--- src/rtl/hangman_main.sv ---
// Two-keypad hangman game controller.
// The host spells a word of up to 8 letters with multi-tap keys and sends it to the player side.
// The player then guesses letters until the word is fully revealed (WIN) or 6 misses (LOSE).
// Ports:
//   clk_i, rst_ni             clock, asynchronous active-low reset
//   role_switch_i             0 = host keypad live, 1 = player keypad live
//   input_row_host_i[3:0]     host keys (bit3/2/1 letters, bit0 submit), 1 = pressed
//   input_row_player_i[3:0]   player keys, same layout
//   red_o/green_o/blue_o      LOSE / WIN / PLAY indicators
//   error_o                   last accepted key event was illegal
//   msg_sent_o                one-cycle pulse when the host word is handed over
//   host_row1_o..play_row2_o  16-char ASCII LCD lines, char 0 in [127:120]
module hangman_main (
    input  logic         clk_i,
    input  logic         rst_ni,
    input  logic         role_switch_i,
    input  logic [3:0]   input_row_host_i,
    input  logic [3:0]   input_row_player_i,
    output logic         red_o,
    output logic         green_o,
    output logic         blue_o,
    output logic         error_o,
    output logic         msg_sent_o,
    output logic [127:0] host_row1_o,
    output logic [127:0] host_row2_o,
    output logic [127:0] play_row1_o,
    output logic [127:0] play_row2_o
);

    localparam logic [1:0] StIdle = 2'd0;
    localparam logic [1:0] StPlay = 2'd1;
    localparam logic [1:0] StWin  = 2'd2;
    localparam logic [1:0] StLose = 2'd3;

    localparam logic [7:0] ChA  = 8'h41;
    localparam logic [7:0] ChZ  = 8'h5A;
    localparam logic [7:0] ChSp = 8'h20;
    localparam logic [7:0] ChUs = 8'h5F;

    function automatic logic [7:0] tap_base(input logic [1:0] key);
        case (key)
            2'd3:    return 8'h41;  // 'A'
            2'd2:    return 8'h47;  // 'G'
            default: return 8'h50;  // 'P'
        endcase
    endfunction

    function automatic logic [7:0] tap_next(input logic [7:0] cur, input logic [1:0] key);
        logic [7:0] nxt;
        nxt = cur + ((key == 2'd3) ? 8'd4 : 8'd1);
        return (nxt > ChZ) ? ChA : nxt;
    endfunction

    // Highest pressed key wins if several rise together.
    function automatic logic [1:0] key_idx(input logic [3:0] ev);
        if (ev[3])      return 2'd3;
        else if (ev[2]) return 2'd2;
        else if (ev[1]) return 2'd1;
        else            return 2'd0;
    endfunction

    // Key synchroniser and edge detector. All stages reset to 1 so a key held through
    // reset looks "already pressed" and must be released before it can fire again.
    logic [7:0] sync1_q, sync2_q, prev_q, rise;

    always_ff @(posedge clk_i or negedge rst_ni) begin
        if (!rst_ni) begin
            sync1_q <= '1;
            sync2_q <= '1;
            prev_q  <= '1;
        end else begin
            sync1_q <= {input_row_player_i, input_row_host_i};
            sync2_q <= sync1_q;
            prev_q  <= sync2_q;
        end
    end

    assign rise = sync2_q & ~prev_q;

    logic [3:0] host_ev, play_ev;
    logic       h_any, p_any;
    logic [1:0] h_key, p_key;

    assign host_ev = role_switch_i ? 4'd0 : rise[3:0];
    assign play_ev = role_switch_i ? rise[7:4] : 4'd0;
    assign h_any   = |host_ev;
    assign p_any   = |play_ev;
    assign h_key   = key_idx(host_ev);
    assign p_key   = key_idx(play_ev);

    logic [1:0]      state_q, state_d;
    logic [7:0][7:0] hbuf_q, hbuf_d, word_q, word_d;
    logic [3:0]      hlen_q, hlen_d, wlen_q, wlen_d;
    logic            hp_v_q, hp_v_d, pp_v_q, pp_v_d;
    logic [7:0]      hp_c_q, hp_c_d, pp_c_q, pp_c_d;
    logic [1:0]      hp_k_q, hp_k_d, pp_k_q, pp_k_d;
    logic [7:0]      rev_q, rev_d;
    logic [25:0]     guess_q, guess_d;
    logic [2:0]      miss_q, miss_d;
    logic            error_q, error_d, msg_sent_q, msg_sent_d;

    logic [7:0] len_mask, hit;
    logic [4:0] g_off;

    assign g_off = 5'(pp_c_q - ChA);

    // Parallel compare of the pending guess against every word position.
    always_comb begin
        len_mask = '0;
        hit      = '0;
        for (int i = 0; i < 8; i++) begin
            len_mask[i] = (4'(i) < wlen_q);
            hit[i]      = len_mask[i] && (word_q[i] == pp_c_q);
        end
    end

    always_comb begin
        state_d    = state_q;
        hbuf_d     = hbuf_q;
        hlen_d     = hlen_q;
        hp_v_d     = hp_v_q;
        hp_c_d     = hp_c_q;
        hp_k_d     = hp_k_q;
        pp_v_d     = pp_v_q;
        pp_c_d     = pp_c_q;
        pp_k_d     = pp_k_q;
        word_d     = word_q;
        wlen_d     = wlen_q;
        rev_d      = rev_q;
        guess_d    = guess_q;
        miss_d     = miss_q;
        error_d    = error_q;
        msg_sent_d = 1'b0;

        if (h_any) begin
            if (h_key != 2'd0) begin
                if (state_q == StIdle) begin
                    error_d = 1'b0;
                    if (hp_v_q && hp_k_q == h_key) begin
                        hp_c_d = tap_next(hp_c_q, h_key);
                    end else begin
                        hp_v_d = 1'b1;
                        hp_k_d = h_key;
                        hp_c_d = tap_base(h_key);
                    end
                end else begin
                    error_d = 1'b1;
                end
            end else begin
                case (state_q)
                    StIdle: begin
                        if (hp_v_q) begin
                            hp_v_d = 1'b0;
                            if (hlen_q == 4'd8) begin
                                error_d = 1'b1;  // buffer full, letter dropped
                            end else begin
                                hbuf_d[hlen_q[2:0]] = hp_c_q;
                                hlen_d              = hlen_q + 4'd1;
                                error_d             = 1'b0;
                            end
                        end else if (hlen_q == 4'd0) begin
                            error_d = 1'b1;
                        end else begin
                            word_d     = hbuf_q;
                            wlen_d     = hlen_q;
                            rev_d      = '0;
                            guess_d    = '0;
                            miss_d     = '0;
                            pp_v_d     = 1'b0;
                            msg_sent_d = 1'b1;
                            state_d    = StPlay;
                            error_d    = 1'b0;
                        end
                    end
                    StPlay: error_d = 1'b1;
                    default: begin
                        hbuf_d  = '0;
                        hlen_d  = '0;
                        hp_v_d  = 1'b0;
                        pp_v_d  = 1'b0;
                        word_d  = '0;
                        wlen_d  = '0;
                        rev_d   = '0;
                        guess_d = '0;
                        miss_d  = '0;
                        state_d = StIdle;
                        error_d = 1'b0;
                    end
                endcase
            end
        end else if (p_any) begin
            if (p_key != 2'd0) begin
                error_d = 1'b0;
                if (pp_v_q && pp_k_q == p_key) begin
                    pp_c_d = tap_next(pp_c_q, p_key);
                end else begin
                    pp_v_d = 1'b1;
                    pp_k_d = p_key;
                    pp_c_d = tap_base(p_key);
                end
            end else if (state_q != StPlay || !pp_v_q) begin
                error_d = 1'b1;
            end else begin
                pp_v_d = 1'b0;
                if (guess_q[g_off]) begin
                    error_d = 1'b1;  // repeated guess costs nothing
                end else begin
                    error_d        = 1'b0;
                    guess_d[g_off] = 1'b1;
                    if (|hit) begin
                        rev_d = rev_q | hit;
                        if ((rev_q | hit | ~len_mask) == 8'hFF) state_d = StWin;
                    end else begin
                        miss_d = miss_q + 3'd1;
                        if (miss_q == 3'd5) state_d = StLose;
                    end
                end
            end
        end
    end

    always_ff @(posedge clk_i or negedge rst_ni) begin
        if (!rst_ni) begin
            state_q    <= StIdle;
            hbuf_q     <= '0;
            hlen_q     <= '0;
            hp_v_q     <= 1'b0;
            hp_c_q     <= '0;
            hp_k_q     <= '0;
            pp_v_q     <= 1'b0;
            pp_c_q     <= '0;
            pp_k_q     <= '0;
            word_q     <= '0;
            wlen_q     <= '0;
            rev_q      <= '0;
            guess_q    <= '0;
            miss_q     <= '0;
            error_q    <= 1'b0;
            msg_sent_q <= 1'b0;
        end else begin
            state_q    <= state_d;
            hbuf_q     <= hbuf_d;
            hlen_q     <= hlen_d;
            hp_v_q     <= hp_v_d;
            hp_c_q     <= hp_c_d;
            hp_k_q     <= hp_k_d;
            pp_v_q     <= pp_v_d;
            pp_c_q     <= pp_c_d;
            pp_k_q     <= pp_k_d;
            word_q     <= word_d;
            wlen_q     <= wlen_d;
            rev_q      <= rev_d;
            guess_q    <= guess_d;
            miss_q     <= miss_d;
            error_q    <= error_d;
            msg_sent_q <= msg_sent_d;
        end
    end

    // Display rows: index 15 holds char 0 so the packed row maps straight onto [127:120].
    logic [15:0][7:0] hr1, hr2, pr1, pr2;

    always_comb begin
        hr1 = {16{ChSp}};
        pr1 = {16{ChSp}};
        for (int i = 0; i < 16; i++) begin
            if (i < 8 && 4'(i) < hlen_q) hr1[15-i] = hbuf_q[i[2:0]];
            else if (hp_v_q && 4'(i) == hlen_q) hr1[15-i] = hp_c_q;
        end
        for (int i = 0; i < 8; i++) begin
            if (len_mask[i]) begin
                pr1[15-i] = (state_q == StLose || rev_q[i]) ? word_q[i] : ChUs;
            end
        end
        hr2 = (state_q == StIdle) ? "ENTER WORD      " : "SENT            ";
        case (state_q)
            StPlay: begin
                pr2    = "MISSES:         ";
                pr2[8] = 8'h30 + {5'd0, miss_q};
            end
            StWin:   pr2 = "YOU WIN         ";
            StLose:  pr2 = "YOU LOSE        ";
            default: pr2 = "WAIT            ";
        endcase
    end

    assign host_row1_o = hr1;
    assign host_row2_o = hr2;
    assign play_row1_o = pr1;
    assign play_row2_o = pr2;
    assign blue_o      = (state_q == StPlay);
    assign green_o     = (state_q == StWin);
    assign red_o       = (state_q == StLose);
    assign error_o     = error_q;
    assign msg_sent_o  = msg_sent_q;

endmodule

--- config.mk ---
export PLATFORM = sky130hd
export DESIGN_NAME = hangman_main
export DESIGN_NICKNAME = d
export VERILOG_FILES = /design/src/rtl/hangman_main.sv
export SDC_FILE = /design/constraint.sdc
export NUM_CORES = 1
export LEC_CHECK = 0
export CAP_MARGIN = 5
export CORE_AREA = 2 2 208 210
export CTS_CLUSTER_SIZE = 10
export DETAILED_ROUTE_END_ITERATION = 8
export DIE_AREA = 0 0 210 212
export PLACE_DENSITY = 0.65
export SYNTH_ARGS = -nofsm -noshare
export SYNTH_HDL_FRONTEND = slang
export SYNTH_SLANG_ARGS = --single-unit
--- constraint.sdc ---
create_clock -name clk_i -period 3.8 [get_ports clk_i]
set_input_delay 0.38 -clock clk_i [delete_from_list [all_inputs] [get_ports clk_i]]
set_output_delay 0.38 -clock clk_i [all_outputs]
set_load 0.01 [all_outputs]
==> implementation parameters, run 1 <==
Parameter                              Value

Power
  Clock network power share    0.239
  Internal power of the cells    5636 uW
  Fraction of power spent switching nets    0.4044
  Tot Pwr    9464 uW
  Static power due to leakage    0.007671 uW
  Sw Pwr    3827 uW
  Max IR drop VDD    373.2 uV
  Power Density    534.8 mW/mm2
  Portion of total power attributed to sequential cells    0.316
  Fraction of power consumed by combinational cells    0.446

Logic synthesis
  Fraction of the yosys area taken by sequential cells    0.3766
  Largest family of logic cells by synthesized area    buffers and inverters
  Arithmetic-cell share of the synthesized area counting full adders, half adders and majority gates    0.01848
  Largest cells by area after synthesis    sky130_fd_sc_hd__dfrtp_1 (33%), sky130_fd_sc_hd__buf_4 (16%), sky130_fd_sc_hd__a22o_1 (7.2%)
  Post-synthesis mux area share    0.01260
  Number of enable flip-flop cells after synthesis    0
  Leading area contributor after synthesis    sky130_fd_sc_hd__dfrtp_1
  Synthesized area per cell    8.868 um2
  Total standard cell area after synthesis    0.01490 mm2
  Ys async rst share    1.000
  Ranking of synthesized cells by instance count    sky130_fd_sc_hd__buf_4 (319), sky130_fd_sc_hd__dfrtp_1 (199), sky130_fd_sc_hd__nand2_1 (158), sky130_fd_sc_hd__nor2_1 (158), sky130_fd_sc_hd__a22o_1 (123)
  Share of the synthesized area in compound gates (AO/OA/AOI/OAI)    0.1904
  Cell with the most instances after synthesis    sky130_fd_sc_hd__buf_4
  Number of cells produced by synthesis    1680
  Number of distinct standard cells referenced by the synthesized netlist    73
  Post-synthesis share of cell area spent on xor and xnor gates    0.04586
  Simple-Gate Fraction of Synth Area    0.1612
  Number of warnings reported in the yosys synthesis log    0
  Top cell type's share of synthesized area    0.3343
  Main flop type after synthesis    sky130_fd_sc_hd__dfrtp_1
  Synthesized flop and latch total    223

Clocking
  Buffers inserted during post-CTS setup optimization    0
  Max Root-Sink Buffers    3
  TritonCTS Sinks    223
  H-tree depth reported by CTS    1
  Root Driver    sky130_fd_sc_hd__clkbuf_16
  CTS tree    built
  Worst skew pair latency    550 ps
  Cts bufs inserted    27
  Clk pin slew, worst setup/hold paths    60 ps

Routing
  Total number of vias    12460
  Post-DRT Antenna Nets    0
  DR DRC count    0
  Wirelength per Cell    20.04 um
  Number of optimization iterations in the first detailed-route pass    5
  Number of DRC markers in iteration 0    966
  Final Routed Wirelength    48.79 mm
  Mean number of vias per cell    5.120

Setup path
  Largest fanout on the critical path    21
  Kind of start point of the critical path    register
  Arrival time of data at the critical path endpoint    3210 ps
  Critical path required time    3420 ps
  Launch point of the worst reg-to-reg path    hlen_q[1]
  Reg2reg setup slack    650 ps
  Crit path kind    reg2out
  Cell count of the worst reg-to-reg path    10
  Worst reg2reg path endpoint    guess_q[3]
  Crit. End Element    output pin

Cells and area
  Synthesis-to-finish area growth    18.78%
  Total non-filler cell area in the finished layout    0.01770 mm2
  Number of standard cells in the layout, taps in and fillers out    2434
  Ratio of cells with drive above 1 in the final layout    0.07366
  Total number of nets in the final design    1906

Min path
  Worst hold-check path type    in2reg
  Worst Hold Launch    input_row_player_i[0]
  Depth of the worst hold-timing path    1
  Worst hold path endpoint    sync1_q[4]

Global routing
  Number of antenna violations at the first check in global routing    0
  Largest net degree at the start of global routing    91
  First-pass GRT wire length    73.13 mm
  Remaining Overflow, GRT    0
  Gr usage total    0.2120
  Number of global-route vias before repair    11910

STA
  Post-layout minimum cycle time    3591 ps
  Post-route setup TNS    0 ps
  Setup repair after global routing missed its margin    no
  Skew final    40.55 ps
  Fmax achieved    278.5 MHz
  Final setup violation count    0
  Hold violation count in the final report    0
  Worst rel slew slack    0.3214
  Transition time at the pin with the least slew margin    1018 ps
  Tcrit/Tclk final    0.9451
  Number of pins exceeding their max-slew limit in the final report    0

Floorplan
  Boundary pin count    528
  Starting density of the core    0.3505
  Die extent in x    210 um
  Std-Cell Rows    76
  Die Area    0.04452 mm2
  Total core area    0.04251 mm2
  Die Ht    212 um

Placement
  Final estimated routing congestion in global placement    0.9120
  Post-Place Cell Area    0.01693 mm2
  Half-perimeter wire length after placement    36.68 mm
  Total of buffers placed on input and output ports    285
  Placed cell count    2389

Run
  Reported max-cap violation count    0

Outcome
  Outcome    finished, final reports clean
-- metrics by stage --
stage | setup WS (ps) | util | hold WS (ps)
final | 208.7 | 0.4163 | 236.1
after global routing | 61.56 | 0.4163 | 229.3
after CTS | 50.38 | 0.4162 | 225.0
after detailed placement | 585.8 | 0.3984 | 347.3
after global placement | 538.1 | 0.3984 | 346.7
after floorplan | 961.5 | - | 84.41
-- kinds of logic after synthesis --
| family | after synthesis |
|---|---|
| buffers and inverters | 436 |
| AND/OR/NAND/NOR | 504 |
| XOR/XNOR | 78 |
| adder cells (fa/ha/maj) | 22 |
| flip-flops | 223 |
| other | 2 |
| multiplexers | 11 |
| AO/OA/AOI/OAI | 404 |
-- repair_timing --
| action | 4_1_cts | 5_1_grt |
|---|---|---|
| setup endpoints to repair | 0 | 8 |
| hold buffers | 1 | 0 |
| resized for setup | 0 | 1 |
| endpoints found under the hold margin | 70 | 0 |
-- cell type report --
cell class | count | area, um2
Fill cell | 4152 | 24810
Multi-Input combinational cell | 1261 | 7307
Sequential cell | 223 | 5610
Timing Repair Buffer | 333 | 3244
Clock buffer | 39 | 720.7
Tap cell | 546 | 683.2
Inverter | 27 | 101.3
Clock inverter | 4 | 26.28
Antenna cell | 1 | 2.502
-- per-layer routing --
metal | share of wire | GRT usage | vias to the layer above
met5 | 0 | 0 | -
met4 | 0.032 | 0.07312 | 0
met3 | 0.074 | 0.03634 | 102
met2 | 0.47 | 0.3471 | 638
met1 | 0.42 | 0.2840 | 6076
li1 | - | - | 5646
-- power by group through the flow --
stage / Clock (uW) / Combinational [uW] / Sequential [uW]
floorplan: 0 / 3040 / 2810
global placement: 0 / 4140 / 3000
detailed placement: 0 / 4200 / 3010
CTS: 2290 / 4210 / 2970
global route: 2410 / 4550 / 3020
finish: 2260 / 4220 / 2990
-- state kept, by name, indices dropped and copies added, names as in the netlist, 3 cells and up --
signal and count:
guess_q 26, hbuf_q 64, hlen_q 4, hp_c_q 8
miss_q 3, pp_c_q 8, prev_q 8, rev_q 8
sync1_q 8, sync2_q 8, wlen_q 4, word_q 64
-- critical path, cell delays in order, from the launching register on --
cell                              delay (ps)
sky130_fd_sc_hd__dfrtp_1                 660
sky130_fd_sc_hd__or3_1                   660
sky130_fd_sc_hd__nor2_1                  540
sky130_fd_sc_hd__a22o_1                  270
sky130_fd_sc_hd__clkdlybuf4s50_1         550
-- worst max-delay path by stage --
stage | startpoint | to | cells past startpoint
3_3_place_gp | role_switch_i | hp_c_q[3] | 12
3_5_place_dp | role_switch_i | hp_c_q[3] | 12
4_1_cts | hlen_q[1] | host_row1_o[98] | 5
5_1_grt | hlen_q[1] | host_row1_o[125] | 6
6_report | hlen_q[2] | host_row1_o[115] | 4
2_1_floorplan | pp_c_q[0] | guess_q[19] | 14
-- placed cells by master (no fill, tap or decap), types with 4 or more instances in the layout --
| master | Yosys | routed |
|---|---|---|
| sky130_fd_sc_hd__buf_4 | 319 | 45 |
| sky130_fd_sc_hd__or3_1 | 6 | 6 |
| sky130_fd_sc_hd__and3b_1 | 5 | 5 |
| sky130_fd_sc_hd__nor3_1 | 32 | 32 |
| sky130_fd_sc_hd__nor2_1 | 158 | 157 |
| sky130_fd_sc_hd__ha_1 | 22 | 21 |
| sky130_fd_sc_hd__clkbuf_16 | 0 | 27 |
| sky130_fd_sc_hd__nand3_1 | 20 | 20 |
| sky130_fd_sc_hd__clkbuf_1 | 66 | 12 |
| sky130_fd_sc_hd__nor4_1 | 6 | 6 |
| sky130_fd_sc_hd__nand4_1 | 19 | 19 |
| sky130_fd_sc_hd__nand2_1 | 158 | 157 |
| sky130_fd_sc_hd__xor2_1 | 19 | 19 |
| sky130_fd_sc_hd__dfrtp_1 | 199 | 199 |
| sky130_fd_sc_hd__o21a_1 | 23 | 23 |
| sky130_fd_sc_hd__a21o_1 | 8 | 8 |
| sky130_fd_sc_hd__a22oi_1 | 14 | 14 |
| sky130_fd_sc_hd__or2_2 | 8 | 8 |
| sky130_fd_sc_hd__conb_1 | 2 | 242 |
| sky130_fd_sc_hd__nor2b_1 | 13 | 12 |
| sky130_fd_sc_hd__a21oi_1 | 31 | 31 |
| sky130_fd_sc_hd__a22o_1 | 123 | 123 |
| sky130_fd_sc_hd__o32ai_1 | 5 | 5 |
| sky130_fd_sc_hd__o31ai_1 | 9 | 9 |
| sky130_fd_sc_hd__clkdlybuf4s50_1 | 0 | 284 |
| sky130_fd_sc_hd__inv_1 | 24 | 24 |
| sky130_fd_sc_hd__xnor2_1 | 59 | 59 |
| sky130_fd_sc_hd__nand2b_1 | 13 | 13 |
| sky130_fd_sc_hd__and2_1 | 34 | 34 |
| sky130_fd_sc_hd__a31oi_1 | 38 | 38 |
| sky130_fd_sc_hd__dfstp_2 | 24 | 24 |
| sky130_fd_sc_hd__o21ai_0 | 118 | 118 |
| sky130_fd_sc_hd__mux4_2 | 6 | 6 |
| sky130_fd_sc_hd__a32o_1 | 4 | 4 |
| sky130_fd_sc_hd__nor3b_1 | 14 | 14 |
No activity file was read; power rests on OpenSTA's default activity.
==> inputs of run 2 (changes only) <==
--- a/config.mk
+++ b/config.mk
@@ -11,6 +11,7 @@
 export DETAILED_ROUTE_END_ITERATION = 8
 export DIE_AREA = 0 0 210 212
 export PLACE_DENSITY = 0.65
+export SKIP_LAST_GASP = 1
 export SYNTH_ARGS = -nofsm -noshare
 export SYNTH_HDL_FRONTEND = slang
 export SYNTH_SLANG_ARGS = --single-unit
==> results of run 2 <==
Same layout as run 1: the final DEF is identical, and so are final timing and power.
==> inputs of run 3 (changes only) <==
--- a/config.mk
+++ b/config.mk
@@ -5,7 +5,7 @@
 export SDC_FILE = /design/constraint.sdc
 export NUM_CORES = 1
 export LEC_CHECK = 0
-export CAP_MARGIN = 5
+export CAP_MARGIN = 40
 export CORE_AREA = 2 2 208 210
 export CTS_CLUSTER_SIZE = 10
 export DETAILED_ROUTE_END_ITERATION = 8
==> run 3 against run 2 <==
Against the previous run:
- maximum frequency up 0.16%
- power up 2.6%
- clock power up 8%
- highest routed layer unchanged
- critical path type unchanged
- largest power group unchanged
==> implementation parameters, run 3 (synthesis results as in run 1) <==
Parameter                              Value

Routing
  Number of optimization iterations in the first detailed-route pass    7
  Mean number of vias per cell    5.119
  Post-DRT Antenna Nets    0
  Number of DRC markers in iteration 0    968
  Final Routed Wirelength    48.77 mm
  Wirelength per Cell    20.00 um
  Total number of vias    12480
  DR DRC count    0

Clocking
  TritonCTS Sinks    223
  Buffers inserted during post-CTS setup optimization    0
  Root Driver    sky130_fd_sc_hd__clkbuf_16
  Clk pin slew, worst setup/hold paths    60 ps
  H-tree depth reported by CTS    1
  CTS tree    built
  Max Root-Sink Buffers    3
  Cts bufs inserted    28
  Worst skew pair latency    550 ps

Floorplan
  Boundary pin count    528
  Starting density of the core    0.3505
  Die Ht    212 um
  Die extent in x    210 um
  Total core area    0.04251 mm2
  Std-Cell Rows    76
  Die Area    0.04452 mm2

Power
  Portion of total power attributed to sequential cells    0.303
  Sw Pwr    3869 uW
  Internal power of the cells    5837 uW
  Static power due to leakage    0.007742 uW
  Max IR drop VDD    339.5 uV
  Tot Pwr    9705 uW
  Fraction of power consumed by combinational cells    0.445
  Power Density    544.0 mW/mm2
  Fraction of power spent switching nets    0.3986
  Clock network power share    0.252

Global routing
  Remaining Overflow, GRT    0
  Gr usage total    0.2118
  Number of antenna violations at the first check in global routing    0
  Number of global-route vias before repair    11950
  Largest net degree at the start of global routing    91
  First-pass GRT wire length    73.03 mm

Setup path
  Crit path kind    reg2out
  Worst reg2reg path endpoint    guess_q[3]
  Launch point of the worst reg-to-reg path    hlen_q[1]
  Critical path required time    3420 ps
  Crit. End Element    output pin
  Largest fanout on the critical path    21
  Arrival time of data at the critical path endpoint    3210 ps
  Kind of start point of the critical path    register
  Reg2reg setup slack    640 ps
  Cell count of the worst reg-to-reg path    10

STA
  Post-layout minimum cycle time    3586 ps
  Worst rel slew slack    0.4319
  Setup repair after global routing missed its margin    no
  Hold violation count in the final report    0
  Post-route setup TNS    0 ps
  Fmax achieved    278.9 MHz
  Tcrit/Tclk final    0.9436
  Final setup violation count    0
  Final setup slack of the worst path    214.3 ps
  Number of pins exceeding their max-slew limit in the final report    0
  Transition time at the pin with the least slew margin    852.2 ps
  Skew final    29.43 ps

Cells and area
  Most common cell after layout, fill and taps aside    sky130_fd_sc_hd__clkdlybuf4s50_1
  Total non-filler cell area in the finished layout    0.01784 mm2
  Top Registers    hbuf_q x64, word_q x64, guess_q x26
  Ratio of cells with drive above 1 in the final layout    0.07721
  Total number of nets in the final design    1909
  Synthesis-to-finish area growth    19.74%
  Commonest cells after routing, fill and taps aside    sky130_fd_sc_hd__clkdlybuf4s50_1 (284), sky130_fd_sc_hd__conb_1 (242), sky130_fd_sc_hd__dfrtp_1 (199)

Placement
  Post-Place Cell Area    0.01699 mm2
  Worst slack at placement    593.1 ps
  Half-perimeter wire length after placement    36.81 mm
  Final estimated routing congestion in global placement    0.9120
  Total of buffers placed on input and output ports    285

Outcome
  Outcome    finished, final reports clean

Min path
  Worst Hold Launch    input_row_host_i[3]
  Worst hold-check path type    in2reg
  Depth of the worst hold-timing path    1
  Worst hold path endpoint    sync1_q[3]

Run
  Reported max-cap violation count    0
run 3: what timing repair did:
item	CTS	global route
setup endpoints to repair	0	8
hold endpoints to repair	70	0
gates resized for setup	0	1
hold buffers	1	0
run 3: area by class of cell:
cell class	count	area, um2
Fill cell	4182	24670
Multi-Input combinational cell	1261	7307
Sequential cell	223	5610
Timing Repair Buffer	335	3299
Clock buffer	42	814.5
Tap cell	546	683.2
Inverter	27	101.3
Clock inverter	3	21.27
Antenna cell	1	2.502
run 3: how the worst max path moves through the flow:
stage                        from               end  slack [ps]  depth (start not counted)
global placement    role_switch_i         hp_c_q[3]         540                         12
floorplan               pp_c_q[0]       guess_q[19]         960                         14
finish                  hlen_q[2]  host_row1_o[115]         210                          4
CTS                     hlen_q[1]   host_row1_o[97]          50                          5
detailed placement  role_switch_i         hp_c_q[5]         590                         12
global route            hlen_q[1]   host_row1_o[94]          40                          7
run 3: metrics by stage:
step | util | cells | hold slack [ps]
detailed placement | 0.3997 | 2391 | 347.3
CTS | 0.4196 | 2437 | 220.1
finish | 0.4197 | 2438 | 239.1
global placement | 0.3984 | 2389 | 346.7
floorplan | - | 1920 | 84.41
global route | 0.4196 | 2437 | 225.5
run 3: per-layer routing:
layer / routed length (um) / GRT usage / up-vias / part of all wire
met5: 0 / 0 / - / 0
met3: 3587 / 0.04003 / 125 / 0.074
met2: 22720 / 0.3413 / 605 / 0.47
met4: 2004 / 0.09073 / 0 / 0.041
met1: 20460 / 0.2794 / 6088 / 0.42
li1: - / - / 5661 / -
run 3: power by group through the flow:
stage | logic [uW] | registers [uW] | clock network (uW)
2_1_floorplan | 3040 | 2810 | 0
3_3_place_gp | 4140 | 3000 | 0
3_5_place_dp | 4290 | 2980 | 0
4_1_cts | 4310 | 2940 | 2480
5_1_grt | 4640 | 2980 | 2590
6_report | 4320 | 2940 | 2440
run 3: worst max-delay path, cell delays in order (launching register included):
cell                              delay [ps]
sky130_fd_sc_hd__dfrtp_1                 670
sky130_fd_sc_hd__or3_1                   660
sky130_fd_sc_hd__nor2_1                  530
sky130_fd_sc_hd__a22o_1                  270
sky130_fd_sc_hd__clkdlybuf4s50_1         550
